$ cat src/rtl/fft_pkg.sv
// Shared constants, state encoding and butterfly descriptor type for the radix-2 FFT address path.
package fft_pkg;

  localparam int MAX_N = 1024;

  // Ceiling log2 for elaboration-time constants.
  function automatic int clog2_const(input int value);
    int r;
    r = 0;
    for (int i = 0; i < 31; i++) begin
      if ((1 << i) < value) r = i + 1;
    end
    return r;
  endfunction

  localparam int ADDR_WIDTH = clog2_const(MAX_N);

  typedef enum logic [1:0] {
    IDLE = 2'd0,
    RUN  = 2'd1,
    FIN  = 2'd2
  } state_e;

  typedef struct packed {
    logic [ADDR_WIDTH-1:0] addr_a;
    logic [ADDR_WIDTH-1:0] addr_b;
    logic [ADDR_WIDTH-1:0] tw_k;
    logic [ADDR_WIDTH:0]   tw_n;
    logic [3:0]            stage;
    logic                  last;
  } desc_t;

endpackage

$ cat src/rtl/fft_butterfly_agu_if.sv
// Control and descriptor bundle between the FFT AGU (master) and its consumer (slave).
interface fft_butterfly_agu_if #(
  parameter int ADDR_WIDTH = 10
);
  logic                  start;
  logic [ADDR_WIDTH:0]   n_cfg;
  logic                  busy;
  logic                  done;
  logic                  err;
  logic                  out_valid;
  logic                  out_ready;
  logic [ADDR_WIDTH-1:0] addr_a;
  logic [ADDR_WIDTH-1:0] addr_b;
  logic [ADDR_WIDTH-1:0] tw_k;
  logic [ADDR_WIDTH:0]   tw_n;
  logic [3:0]            stage;
  logic                  last;

  modport master (
    input  start, n_cfg, out_ready,
    output busy, done, err, out_valid, addr_a, addr_b, tw_k, tw_n, stage, last
  );

  modport slave (
    output start, n_cfg, out_ready,
    input  busy, done, err, out_valid, addr_a, addr_b, tw_k, tw_n, stage, last
  );
endinterface

$ cat src/rtl/fft_bf_addr_map.sv
// Combinational map from (butterfly index, span exponent) to operand addresses and twiddle (k, n).
module fft_bf_addr_map #(
  parameter int ADDR_WIDTH = 10
) (
  input  logic [ADDR_WIDTH-2:0] bf,
  input  logic [3:0]            e,
  output logic [ADDR_WIDTH-1:0] addr_a,
  output logic [ADDR_WIDTH-1:0] addr_b,
  output logic [ADDR_WIDTH-1:0] tw_k,
  output logic [ADDR_WIDTH:0]   tw_n
);
  logic [ADDR_WIDTH-1:0] mask;
  logic [ADDR_WIDTH-1:0] h;
  logic [ADDR_WIDTH-1:0] bf_ext;
  logic [ADDR_WIDTH-1:0] j;

  // mask = h-1 and h = 2^e built bitwise, avoiding a barrel shifter.
  for (genvar gi = 0; gi < ADDR_WIDTH; gi++) begin : g_span
    assign mask[gi] = (4'(gi) < e);
    assign h[gi]    = (4'(gi) == e);
  end

  assign bf_ext = {1'b0, bf};
  assign j      = bf_ext & mask;
  assign addr_a = ((bf_ext & ~mask) << 1) | j;
  assign addr_b = addr_a | h;
  assign tw_k   = j;
  assign tw_n   = {h, 1'b0};
endmodule

$ cat src/rtl/fft_butterfly_agu.sv
// Radix-2 in-place FFT address generator: walks stages and butterflies, one descriptor per handshake.
// Define FFT_AGU_DIF_EN for decimation-in-frequency ordering (span descending); default is DIT.
module fft_butterfly_agu #(
  parameter int MAX_N      = 1024,
  parameter int ADDR_WIDTH = 10
) (
  input logic                 clk,
  input logic                 rst_n,
  fft_butterfly_agu_if.master bus
);
  import fft_pkg::*;

  localparam logic [1:0] ST_IDLE = IDLE;
  localparam logic [1:0] ST_RUN  = RUN;
  localparam logic [1:0] ST_FIN  = FIN;
  localparam logic [ADDR_WIDTH:0] N_LIMIT = (ADDR_WIDTH+1)'(MAX_N);

  logic [1:0]            state_reg;
  logic [3:0]            s_reg;
  logic [3:0]            l_m1_reg;
  logic [ADDR_WIDTH-2:0] bf_reg;
  logic [ADDR_WIDTH-2:0] bf_max_reg;
  logic                  gen_done_reg;
  logic                  out_valid_reg;
  logic                  busy_reg;
  logic                  done_reg;
  logic                  err_reg;
  desc_t                 desc_reg;

  logic                  cfg_ok;
  logic [3:0]            l_cfg;
  logic [ADDR_WIDTH-2:0] half_m1;
  logic [3:0]            e;
  logic [ADDR_WIDTH-1:0] map_a;
  logic [ADDR_WIDTH-1:0] map_b;
  logic [ADDR_WIDTH-1:0] map_k;
  logic [ADDR_WIDTH:0]   map_n;
  logic                  final_bf;
  logic                  load;
  logic                  xfer;

  assign cfg_ok = (bus.n_cfg >= (ADDR_WIDTH+1)'(2)) && (bus.n_cfg <= N_LIMIT) &&
                  ((bus.n_cfg & (bus.n_cfg - 1'b1)) == '0);

  always_comb begin
    l_cfg = '0;
    for (int i = 0; i <= ADDR_WIDTH; i++) begin
      if (bus.n_cfg[i]) l_cfg = 4'(i);
    end
  end

  // N/2-1; for N=MAX_N the truncated difference wraps to all ones, which is the right value.
  assign half_m1 = bus.n_cfg[ADDR_WIDTH-1:1] - 1'b1;

`ifdef FFT_AGU_DIF_EN
  assign e = l_m1_reg - s_reg;
`else
  assign e = s_reg;
`endif

  fft_bf_addr_map #(.ADDR_WIDTH(ADDR_WIDTH)) u_map (
    .bf     (bf_reg),
    .e      (e),
    .addr_a (map_a),
    .addr_b (map_b),
    .tw_k   (map_k),
    .tw_n   (map_n)
  );

  assign final_bf = (s_reg == l_m1_reg) && (bf_reg == bf_max_reg);
  assign xfer     = out_valid_reg && bus.out_ready;
  // Counters always point at the next descriptor to load, so stage wraps cost no bubble.
  assign load     = !gen_done_reg && (!out_valid_reg || bus.out_ready);

  always_ff @(posedge clk) begin
    if (!rst_n) begin
      state_reg     <= ST_IDLE;
      s_reg         <= '0;
      l_m1_reg      <= '0;
      bf_reg        <= '0;
      bf_max_reg    <= '0;
      gen_done_reg  <= 1'b0;
      out_valid_reg <= 1'b0;
      busy_reg      <= 1'b0;
      done_reg      <= 1'b0;
      err_reg       <= 1'b0;
      desc_reg      <= '0;
    end else begin
      done_reg <= 1'b0;
      err_reg  <= 1'b0;
      case (state_reg)
        ST_IDLE: begin
          if (bus.start) begin
            if (cfg_ok) begin
              state_reg    <= ST_RUN;
              busy_reg     <= 1'b1;
              s_reg        <= '0;
              bf_reg       <= '0;
              gen_done_reg <= 1'b0;
              l_m1_reg     <= l_cfg - 4'd1;
              bf_max_reg   <= half_m1;
            end else begin
              state_reg <= ST_FIN;
              done_reg  <= 1'b1;
              err_reg   <= 1'b1;
            end
          end
        end
        ST_RUN: begin
          if (load) begin
            desc_reg.addr_a <= map_a;
            desc_reg.addr_b <= map_b;
            desc_reg.tw_k   <= map_k;
            desc_reg.tw_n   <= map_n;
            desc_reg.stage  <= s_reg;
            desc_reg.last   <= final_bf;
            out_valid_reg   <= 1'b1;
            if (final_bf) begin
              gen_done_reg <= 1'b1;
            end else if (bf_reg == bf_max_reg) begin
              bf_reg <= '0;
              s_reg  <= s_reg + 4'd1;
            end else begin
              bf_reg <= bf_reg + 1'b1;
            end
          end else if (xfer) begin
            out_valid_reg <= 1'b0;
          end
          if (xfer && desc_reg.last) begin
            state_reg     <= ST_FIN;
            busy_reg      <= 1'b0;
            done_reg      <= 1'b1;
            out_valid_reg <= 1'b0;
          end
        end
        ST_FIN:  state_reg <= ST_IDLE;
        default: state_reg <= ST_IDLE;
      endcase
    end
  end

  assign bus.busy      = busy_reg;
  assign bus.done      = done_reg;
  assign bus.err       = err_reg;
  assign bus.out_valid = out_valid_reg;
  assign bus.addr_a    = desc_reg.addr_a;
  assign bus.addr_b    = desc_reg.addr_b;
  assign bus.tw_k      = desc_reg.tw_k;
  assign bus.tw_n      = desc_reg.tw_n;
  assign bus.stage     = desc_reg.stage;
  assign bus.last      = desc_reg.last;
endmodule

$ cat src/flat_wrapper.sv
// flat-port wrapper written by rule: the top's interface ports become plain ports
module fft_butterfly_agu_flat import fft_pkg::*;
#(
  parameter int MAX_N      = 1024,
  parameter int ADDR_WIDTH = 10
)
  (clk, rst_n, bus_start, bus_n_cfg, bus_out_ready, bus_busy, bus_done, bus_err, bus_out_valid, bus_addr_a, bus_addr_b, bus_tw_k, bus_tw_n, bus_stage, bus_last);
  fft_butterfly_agu_if #(.ADDR_WIDTH(ADDR_WIDTH)) bus_i ();
  input logic clk;
  input logic rst_n;
  input wire logic [$bits(bus_i.start)-1:0] bus_start;
  input wire logic [$bits(bus_i.n_cfg)-1:0] bus_n_cfg;
  input wire logic [$bits(bus_i.out_ready)-1:0] bus_out_ready;
  output wire logic [$bits(bus_i.busy)-1:0] bus_busy;
  output wire logic [$bits(bus_i.done)-1:0] bus_done;
  output wire logic [$bits(bus_i.err)-1:0] bus_err;
  output wire logic [$bits(bus_i.out_valid)-1:0] bus_out_valid;
  output wire logic [$bits(bus_i.addr_a)-1:0] bus_addr_a;
  output wire logic [$bits(bus_i.addr_b)-1:0] bus_addr_b;
  output wire logic [$bits(bus_i.tw_k)-1:0] bus_tw_k;
  output wire logic [$bits(bus_i.tw_n)-1:0] bus_tw_n;
  output wire logic [$bits(bus_i.stage)-1:0] bus_stage;
  output wire logic [$bits(bus_i.last)-1:0] bus_last;
  assign bus_i.start = bus_start;
  assign bus_i.n_cfg = bus_n_cfg;
  assign bus_i.out_ready = bus_out_ready;
  assign bus_busy = bus_i.busy;
  assign bus_done = bus_i.done;
  assign bus_err = bus_i.err;
  assign bus_out_valid = bus_i.out_valid;
  assign bus_addr_a = bus_i.addr_a;
  assign bus_addr_b = bus_i.addr_b;
  assign bus_tw_k = bus_i.tw_k;
  assign bus_tw_n = bus_i.tw_n;
  assign bus_stage = bus_i.stage;
  assign bus_last = bus_i.last;
  fft_butterfly_agu #(.MAX_N(MAX_N), .ADDR_WIDTH(ADDR_WIDTH)) u_core (.clk(clk), .rst_n(rst_n), .bus(bus_i));
endmodule
$ cat config.mk
export PLATFORM = sky130hd
export DESIGN_NAME = fft_butterfly_agu_flat
export DESIGN_NICKNAME = d
export VERILOG_FILES = /design/src/rtl/fft_pkg.sv /design/src/rtl/fft_butterfly_agu_if.sv /design/src/rtl/fft_bf_addr_map.sv /design/src/rtl/fft_butterfly_agu.sv /design/src/flat_wrapper.sv
export SDC_FILE = /design/constraint.sdc
export NUM_CORES = 1
export LEC_CHECK = 0
export BUFFER_PORTS_ARGS = -buffer_cell sky130_fd_sc_hd__buf_2
export CORE_UTILIZATION = 25
export DETAILED_ROUTE_END_ITERATION = 8
export PLACE_DENSITY_LB_ADDON = 0.3
export SETUP_SLACK_MARGIN = 0.2
export SLEW_MARGIN = 20
export SYNTH_ARGS = -nofsm -noshare
export SYNTH_HDL_FRONTEND = slang
export SYNTH_SLANG_ARGS = --single-unit
$ cat constraint.sdc
create_clock -name clk -period 4.6 [get_ports clk]
set_input_delay 0.92 -clock clk [delete_from_list [all_inputs] [get_ports clk]]
set_output_delay 0.92 -clock clk [all_outputs]
set_load 0.01 [all_outputs]
Word level (Yosys, flattened, before mapping)
Cells that the tools add are included.
{ "word_totals": {"output_inout_bits": 50, "regBits": 78, "elab_cells": 123, "input_bits": 15} }
{ "op_classes": {"magnitude_cmp": 12, "n_eq_ne": 19, "n_addsub": 5, "muxes": 42, "n_reduce_logical": 23, "bitwise": 6} }
{ "ops": {"columns": ["cell", "count"], "rows": [
  ["$mux W9", 5],
  ["$mux W4", 8],
  ["$or A10 B10 Y10", 2],
  ["$pmux W9 S2", 1],
  ["$eq A3 B4 Y1 const A", 4],
  ["$lt A3 B4 Y1 const A", 4],
  ["$mux W1", 14],
  ["$mux W3", 4],
  ["$and A11 B11 Y11", 1],
  ["$ge A11 B2 Y1 const B", 1],
  ["$le A11 B11 Y1 const B", 1],
  ["$logic_not A11 Y1", 1],
  ["$sub A11 B1 Y11 const B", 1],
  ["$and A9 B10 Y10", 1],
  ["$mux W2", 5],
  ["$ne A2 B1 Y1 const B", 5],
  ["$reduce_and A5 Y1", 2],
  ["$add A9 B1 Y9 const B", 1],
  ["$and A9 B9 Y9", 1],
  ["$eq A9 B9 Y1", 1],
  ["$not A9 Y9", 1],
  ["$sub A9 B1 Y9 const B", 1],
  ["$eq A2 B4 Y1 const A", 2],
  ["$eq A4 B4 Y1 const A", 2],
  ["other kinds (23)", 38]
]} }

Depth between registers and ports, before layout
Gate-level depths: netlist (run 1).
{ "logic_depth": {"depth_word": 11, "mapped_depth": 10, "ltp_nobuf": 10} }

Hierarchy
From an unflattened synthesis (run 1), not the netlist that was laid out.
{ "hier_totals": {"cells_unflattened": 542, "area_unflattened_um2": 4239.1} }
{ "by_module_without_submodules": {"columns": ["module", "seq_area_each_um2", "area_each_um2", "instances", "cells_per_inst"], "rows": [
  ["fft_butterfly_agu", 1581.5, 3729.8, 1, 459],
  ["fft_bf_addr_map", 0.0, 509.2, 1, 83]
]} }

Worst setup path before layout (run 1)
No wires, ideal clock.
{ "synth_timing": {"path_type": "in2reg", "startpoint": "input bus_n_cfg[1]", "endpoint": "register u_core.bf_reg[2]", "path_slack_ns": 1.027, "arrival_time_ns": 3.456, "required_ns": 4.483, "n_path_buf": 2, "cell_stages": 10, "cell_sequence": "inv_1 > ha_1 > or3b_1 > buf_2 > or3b_1 > a221o_1 > nor4_4 > nor2_2 > buf_6 > a32o_1"} }
{ "synth_via": {"elab_chain_cells": 6, "elab_cells_between_ends": 9, "classes_between": "add/sub (1); order compare (2); eq/ne (1); bitwise (1); reduce/logical (4)"} }
{ "synth_lines": {"columns": ["item", "line_no", "text"], "rows": [
  ["start, declared", "flat_wrapper.sv:12", "input wire logic [$bits(bus_i.n_cfg)-1:0] bus_n_cfg;"],
  ["$sub A11 B1 Y11", "fft_butterfly_agu.sv:43", "((bus.n_cfg & (bus.n_cfg - 1'b1)) == '0);"],
  ["$and A11 B11 Y11", "fft_butterfly_agu.sv:43", null],
  ["$logic_not A11 Y1", "fft_butterfly_agu.sv:43", null],
  ["$logic_and A1 B1 Y1 (*)", "fft_butterfly_agu.sv:42", "assign cfg_ok = (bus.n_cfg >= (ADDR_WIDTH+1)'(2)) && (bus.n_cfg <= N_LIMIT) &&"],
  ["$ne A2 B1 Y1 (no source line) (*)", null, null],
  ["$reduce_and A5 Y1 (no source line) (*)", null, null],
  ["end signal, assigned", "fft_butterfly_agu.sv:124", "bf_reg <= bf_reg + 1'b1;"],
  ["end, declared", "fft_butterfly_agu.sv:21", "logic [ADDR_WIDTH-2:0] bf_reg;"]
]} }
Mark *: on every way between the ends. The rest lies on a longest branch, timed or not.
A chain may end at the register's enable or synchronous reset.

Worst setup path in the final report (run 1)
{ "layout_timing": {"startpoint": "input bus_n_cfg[1]", "endpoint": "register u_core.s_reg[0], in the netlist u_core.e[0]"} }
{ "layout_via": {"elab_chain_cells": 6, "elab_cells_between_ends": 9, "classes_between": "add/sub (1); order compare (2); eq/ne (1); bitwise (1); reduce/logical (4)"} }
{ "layout_lines": {"columns": ["item", "line_no", "text"], "rows": [
  ["$sub A11 B1 Y11", "fft_butterfly_agu.sv:43", null],
  ["$and A11 B11 Y11", "fft_butterfly_agu.sv:43", null],
  ["$logic_not A11 Y1", "fft_butterfly_agu.sv:43", null],
  ["$logic_and A1 B1 Y1 (*)", "fft_butterfly_agu.sv:42", null],
  ["$ne A2 B1 Y1 (no source line) (*)", null, null],
  ["$reduce_and A6 Y1 (no source line) (*)", null, null],
  ["end signal, assigned", "fft_butterfly_agu.sv:122", "s_reg <= s_reg + 4'd1;"],
  ["end, declared", "fft_butterfly_agu.sv:19", "logic [3:0] s_reg;"]
]} }
Marked as above.

==> results of run 1 <==
power groups by stage:
stage | logic, W | registers [W] | clock network [W]
floorplan | 0.0000447 | 0.000679 | 0
global placement | 0.0000673 | 0.000678 | 0
detailed placement | 0.0000683 | 0.000678 | 0
CTS | 0.0000686 | 0.000664 | 0.000782
global route | 0.0000751 | 0.000664 | 0.000812
finish | 0.0000681 | 0.000664 | 0.000766
worst reg2reg max path, stage by stage (launching register included):
cell     delay (ns)
dfxtp_1        0.57
xnor2_1        0.16
nand4_1        0.11
or3_1          0.43
o21a_1         0.25
nor2_2         0.45
a32o_1         0.26
logic make-up (layout without fill, tap and decap cells):
family          Yosys count  in the layout
mux                      18             18
compound gates          119            119
flops                    76             76
other cells               1              2
fa+ha+maj                 9              9
simple gates            156            156
xor+xnor                 21             21
buf+inv                  51             94
cell type report:
| type | instances | area [µm²] | area share (%) |
|---|---|---|---|
| clock buffers | 10 | 239 | 5.35 |
| repair buffers | 66 | 340 | 7.61 |
| flip-flops and latches | 76 | 1520 | 34.0 |
| well taps | 184 | 230 | 5.15 |
| clock inverters | 6 | 87.6 | 1.96 |
| inverters | 12 | 45.0 | 1.01 |
| multi-input cells | 325 | 2010 | 44.9 |
cell usage after synthesis, drive strengths merged (4+ instances only):
cell / count
nand3: 16
inv: 12
xor2: 4
xnor2: 17
and3: 4
ha: 8
o31ai: 5
a31oi: 5
buf: 12
nor4: 4
nor3: 9
nor2: 45
mux2i: 17
o211ai: 4
a32o: 12
clkbuf: 27
nor2b: 5
o21ai: 14
a21oi: 47
nand4: 5
nand2: 51
or3: 4
dfxtp: 76
a211oi: 9
path summary, 6_finish.rpt:
kind,endpoint
min,u_core.bus.tw_n[3]
min reg2reg,u_core.bus.tw_n[3]
max reg2reg,u_core.e[0]
max,u_core.e[0]
layer usage:
metal / track usage [%] / wire length [µm] / up-vias
met5: 0 / 0 / -
met4: 4.89 / 132 / 0
met3: 3.39 / 387 / 11
met2: 20.1 / 4590 / 60
met1: 17.1 / 4750 / 1617
li1: - / - / 1660
per-stage QoR:
step | hold slack [ns] | cells | area, µm² | utilization [%] | power [W]
CTS | 0.453 | 679 | 4470 | 30.6 | 0.00151
floorplan | 0.476 | 452 | 3750 | - | 0.000723
detailed placement | 0.445 | 663 | 4140 | 28.4 | 0.000747
finish | 0.450 | 679 | 4470 | 30.6 | 0.00150
global route | 0.482 | 679 | 4470 | 30.6 | 0.00155
global placement | 0.441 | 663 | 4140 | 28.4 | 0.000745
==> run metrics, run 1 <==
final max-slew violation count 0; leakage 1.74 nW; post-CTS setup buffer count 0; largest family of logic cells by synthesized area compound AO/OA/AOI/OAI gates; dpl ws 0.771 ns; CP Max Fanout 17; biggest regs u_core.bus.addr_a: 10 flops, u_core.bus.addr_b: 10 flops, u_core.bus.tw_n: 10 flops; clock slew at reported path FFs 0.06 ns; fillers 1,531; Comb power frac 4.5%; # IOs 65; Cell variety after synth 52; CP Depth 10; worst path arrival time 3.71 ns; compound-gate portion of the synthesized area 20.9%; Max Fclk 287 MHz; Pwr per Cell Area 335 mW/mm²; endpoints failing hold 0; # clock sinks 76; fin crit share 75.7%; Yosys warning total 0; WHS Path Cells 2; Layout area overhead 19.3%; asr flop ratio synth 0%; slowest CP cell or3b_1; ys flop type dfxtp_1; starting density of the core 25.7%; Remaining DRCs 0; diodes inserted 0; I/O Buffers 62; routability congestion estimate 0.855; most common cell after layout, fill and taps aside dfxtp_1; Die Ht 124 µm; endpoint class of the critical path flop; Top cell by count, worst path or3b_1; Hold WC Path Type flop to flop; delay-heaviest family, CP simple AND/OR/NAND/NOR gates; final setup margin 1.12 ns; Vias per Instance 4.93; Seq pwr share 44.3%; max cap viols 0; total gr overflow 0; crit path cell chain buf_2, inv_1, ha_1, or3b_1, or3b_1, a221o_1, nor4_4, buf_4, nor2_2, a32o_1; initial antenna violation count 0; DPL Wire Length 7200 µm; flop and latch count out of synthesis 76; sequential fraction of the synthesis area 40.6%; top area cells in the synthesized netlist dfxtp_1, a21oi_1, nand2_1; GRT Overall Usage 12.9%; Worst R2R Path Depth 6; CTS tree done; reg2reg setup slack 2.31 ns; vias in the first global route 3,181; most frequent cells in the layout dfxtp_1, buf_2, nand2_1, a21oi_1, nor2_1; CP peak stage delay 0.45 ns; CTS H-tree depth 3; switching portion of total power 21.7%; status finished clean; Post-Synth XOR/XNOR Area 4.91%; DRT Pass-1 Iters 4; Worst-Skew Late Latency 0.34 ns; internal power 0.00117 W; largest net degree at the start of global routing 58; Simple-Gate Fraction of Synth Area 19.7%; post-synth top area share 40.6%; worst path buffer plus inverter count 3; post-route minimum period 3.48 ns; Clock Tree Buf Depth 2; min-delay src u_core.bus.tw_n[3]; Nets 513; Core Box Area 0.0146 mm²; Cells after Synth 451; crit path kind primary input to flop; total wire length 9860 µm; Setup crit start kind primary input; setup_tns 0 ns; FF-to-FF Start u_core.bf_reg[0]; Cell Area, Synth 0.00375 mm²; Slew @ Worst Pin 0.838 ns; adder and majority gate portion of the synthesized area 2.94%; number of synthesized flops with an enable pin 0; cell taking the most area after synthesis dfxtp_1; number of routed nets with antenna violations 0; Via Count 3,348; row count 44; worst vdd ir 0.000160 V; WL/cell 14.5 µm; CTS Hold Bufs 0; layout cell share with drive strength beyond 1 18.2%; clk root buf clkbuf_16; number of DRC markers in iteration 0 147; Final setup viols 0; Post-Syn Area per Cell 8.31 µm²; Slew HR 43.6%; Clock power frac 51.1%; die area 0.0155 mm²; CP required 4.83 ns; post_cts resized 0; RSZ-0062 raised after global routing no; cts bufs inserted 9; mux share of post-synthesis cell area 4.84%; clk_skew 0.00669 ns; first-pass GRT wire length 16,200 µm; worst setup path start bus_n_cfg[1]; net switching power 0.000325 W; Die X 124 µm
Power figures use the tool's default switching activity.
==> run 2, diff against run 1 <==
==> constraint.sdc (replaced) <==
create_clock -name clk -period 3.38 [get_ports clk]
set_input_delay 0.676 -clock clk [delete_from_list [all_inputs] [get_ports clk]]
set_output_delay 0.676 -clock clk [all_outputs]
set_load 0.01 [all_outputs]
==> run 2 against run 1 <==
  * Utilization grew 0.069 points
  * Sequential share of layout area down 0.076 points
  * Design area increased by 0.22%
  * Non-clock buffer count increased by 7
  * Total power up 25%
  * Global-route usage rose by 0.39 points
  * Die area stayed put
  * Critical path type unchanged
==> run metrics, run 2 (synthesized netlist as in run 1, its figures left out) <==
status finished clean; CP peak stage delay 0.39 ns; worst vdd ir 0.000241 V; Remaining DRCs 0; biggest regs u_core.bus.addr_a: 10 flops, u_core.bus.addr_b: 10 flops, u_core.bus.tw_n: 10 flops; # clock sinks 76; RSZ-0062 raised after global routing no; die area 0.0155 mm²; total power draw 0.00187 W; vias in the first global route 3,225; delay-heaviest family, CP simple AND/OR/NAND/NOR gates; Hold WC Path Type flop to flop; setup_tns 0 ns; cts bufs inserted 9; Slew HR 46.9%; Layout area overhead 19.5%; initial antenna violation count 0; Clock Tree Buf Depth 2; most common cell after layout, fill and taps aside dfxtp_1; clk root buf clkbuf_16; Max Fclk 349 MHz; clock slew at reported path FFs 0.06 ns; number of routed nets with antenna violations 0; endpoints failing hold 0; CTS tree done; largest net degree at the start of global routing 49; CP Max Fanout 13; RR Endpoint u_core.e[3]; crit path capture u_core.e[3]; Setup crit start kind primary input; Core Box Area 0.0146 mm²; DPL Wire Length 7150 µm; clk_skew 0.00506 ns; WL/cell 14.3 µm; routability congestion estimate 0.853; Vias per Instance 4.85; Die X 124 µm; I/O Buffers 62; reg2reg setup slack 1.05 ns; diodes inserted 0; first-pass GRT wire length 16,600 µm; total wire length 9790 µm; CP Depth 9; # IOs 65; Slew @ Worst Pin 0.795 ns; post-route minimum period 2.86 ns; total gr overflow 0; CTS H-tree depth 3; Placed Area 0.00421 mm²; CTS Hold Bufs 0; most frequent cells in the layout dfxtp_1, buf_2, nand2_1, a21oi_1, nor2_1; Nets 520; Worst-Skew Late Latency 0.34 ns; fin area 0.00448 mm²; Final setup viols 0; fin crit share 84.7%; worst setup path start bus_n_cfg[2]; DRT Pass-1 Iters 4; leakage 1.75 nW; Pwr per Cell Area 417 mW/mm²; crit path kind primary input to flop; Worst R2R Path Depth 6; final max-slew violation count 0; hold slack 0.450 ns; worst path buffer plus inverter count 2; number of DRC markers in iteration 0 213; row count 44; layout cell share with drive strength beyond 1 19.4%; slowest CP cell nor4_4; max cap viols 0; FF-to-FF Start u_core.bf_reg[0]; starting density of the core 25.7%; post-CTS setup buffer count 0; CP required 3.60 ns; GRT Overall Usage 13.3%; endpoint class of the critical path flop; Via Count 3,319; Top cell by count, worst path or3b_1; crit path cell chain buf_2, inv_6, ha_4, or3b_1, or3b_1, a221o_1, nor4_4, nor2_2, a32o_1; Die Ht 124 µm; post_cts resized 0; worst path arrival time 3.08 ns
-- run 2: cell count changes in the layout (fill, tap and decap cells not counted), sizes merged --
cell / delta
bufinv: -2
buf: +7
clkbuf: +1
clkinv: +2
clkinvlp: -2
-- run 2: how the worst min path moves through the flow --
| stage | start | to | slack [ns] | cells past startpoint |
|---|---|---|---|---|
| floorplan | u_core.bus.tw_n[9] | u_core.bus.tw_n[9] | 0.48 | 2 |
| global placement | u_core.bus.stage[3] | u_core.bus.stage[3] | 0.44 | 2 |
| detailed placement | u_core.bus.tw_n[9] | u_core.bus.tw_n[9] | 0.44 | 2 |
| CTS | u_core.bus.tw_n[9] | u_core.bus.tw_n[9] | 0.45 | 2 |
| global route | u_core.bus.tw_n[3] | u_core.bus.tw_n[3] | 0.47 | 2 |
| finish | u_core.bus.stage[2] | u_core.bus.stage[2] | 0.45 | 2 |
-- run 2: cell type report --
cell class,count,area (µm²)
multi-input combinational,325,2010
sequential,76,1520
clock buffer,11,243
timing repair buffer,73,393
fill,1551,10100
clock inverter,4,26.3
tap,184,230
inverter,12,52.6
-- run 2: layer usage --
layer  GRT usage, %  up-vias  wire [µm]
met5              0        -          0
met4           4.96        0        150
met3           3.82       15        438
met2           20.0       79       4400
met1           18.0     1539       4810
li1               -     1686          -
-- run 2: metrics by stage --
step	std cells	setup slack, ns	util (%)
after floorplan	452	0.195	-
after global placement	670	0.235	28.9
after detailed placement	670	0.164	28.9
after CTS	685	0.529	30.7
after global routing	685	0.396	30.7
final	685	0.519	30.7
-- run 2: worst min-delay path, stage by stage, from the launching register on --
cell and delay, ns:
dfxtp_1 0.30, nand2_1 0.05, a21oi_1 0.05
-- run 2: where the power goes --
part	switching, W	internal (W)	total [W]
registers	0.00000342	0.000900	0.000903
logic	0.0000637	0.0000336	0.0000973
clock network	0.000357	0.000511	0.000868
total	0.000424	0.00144	0.00187
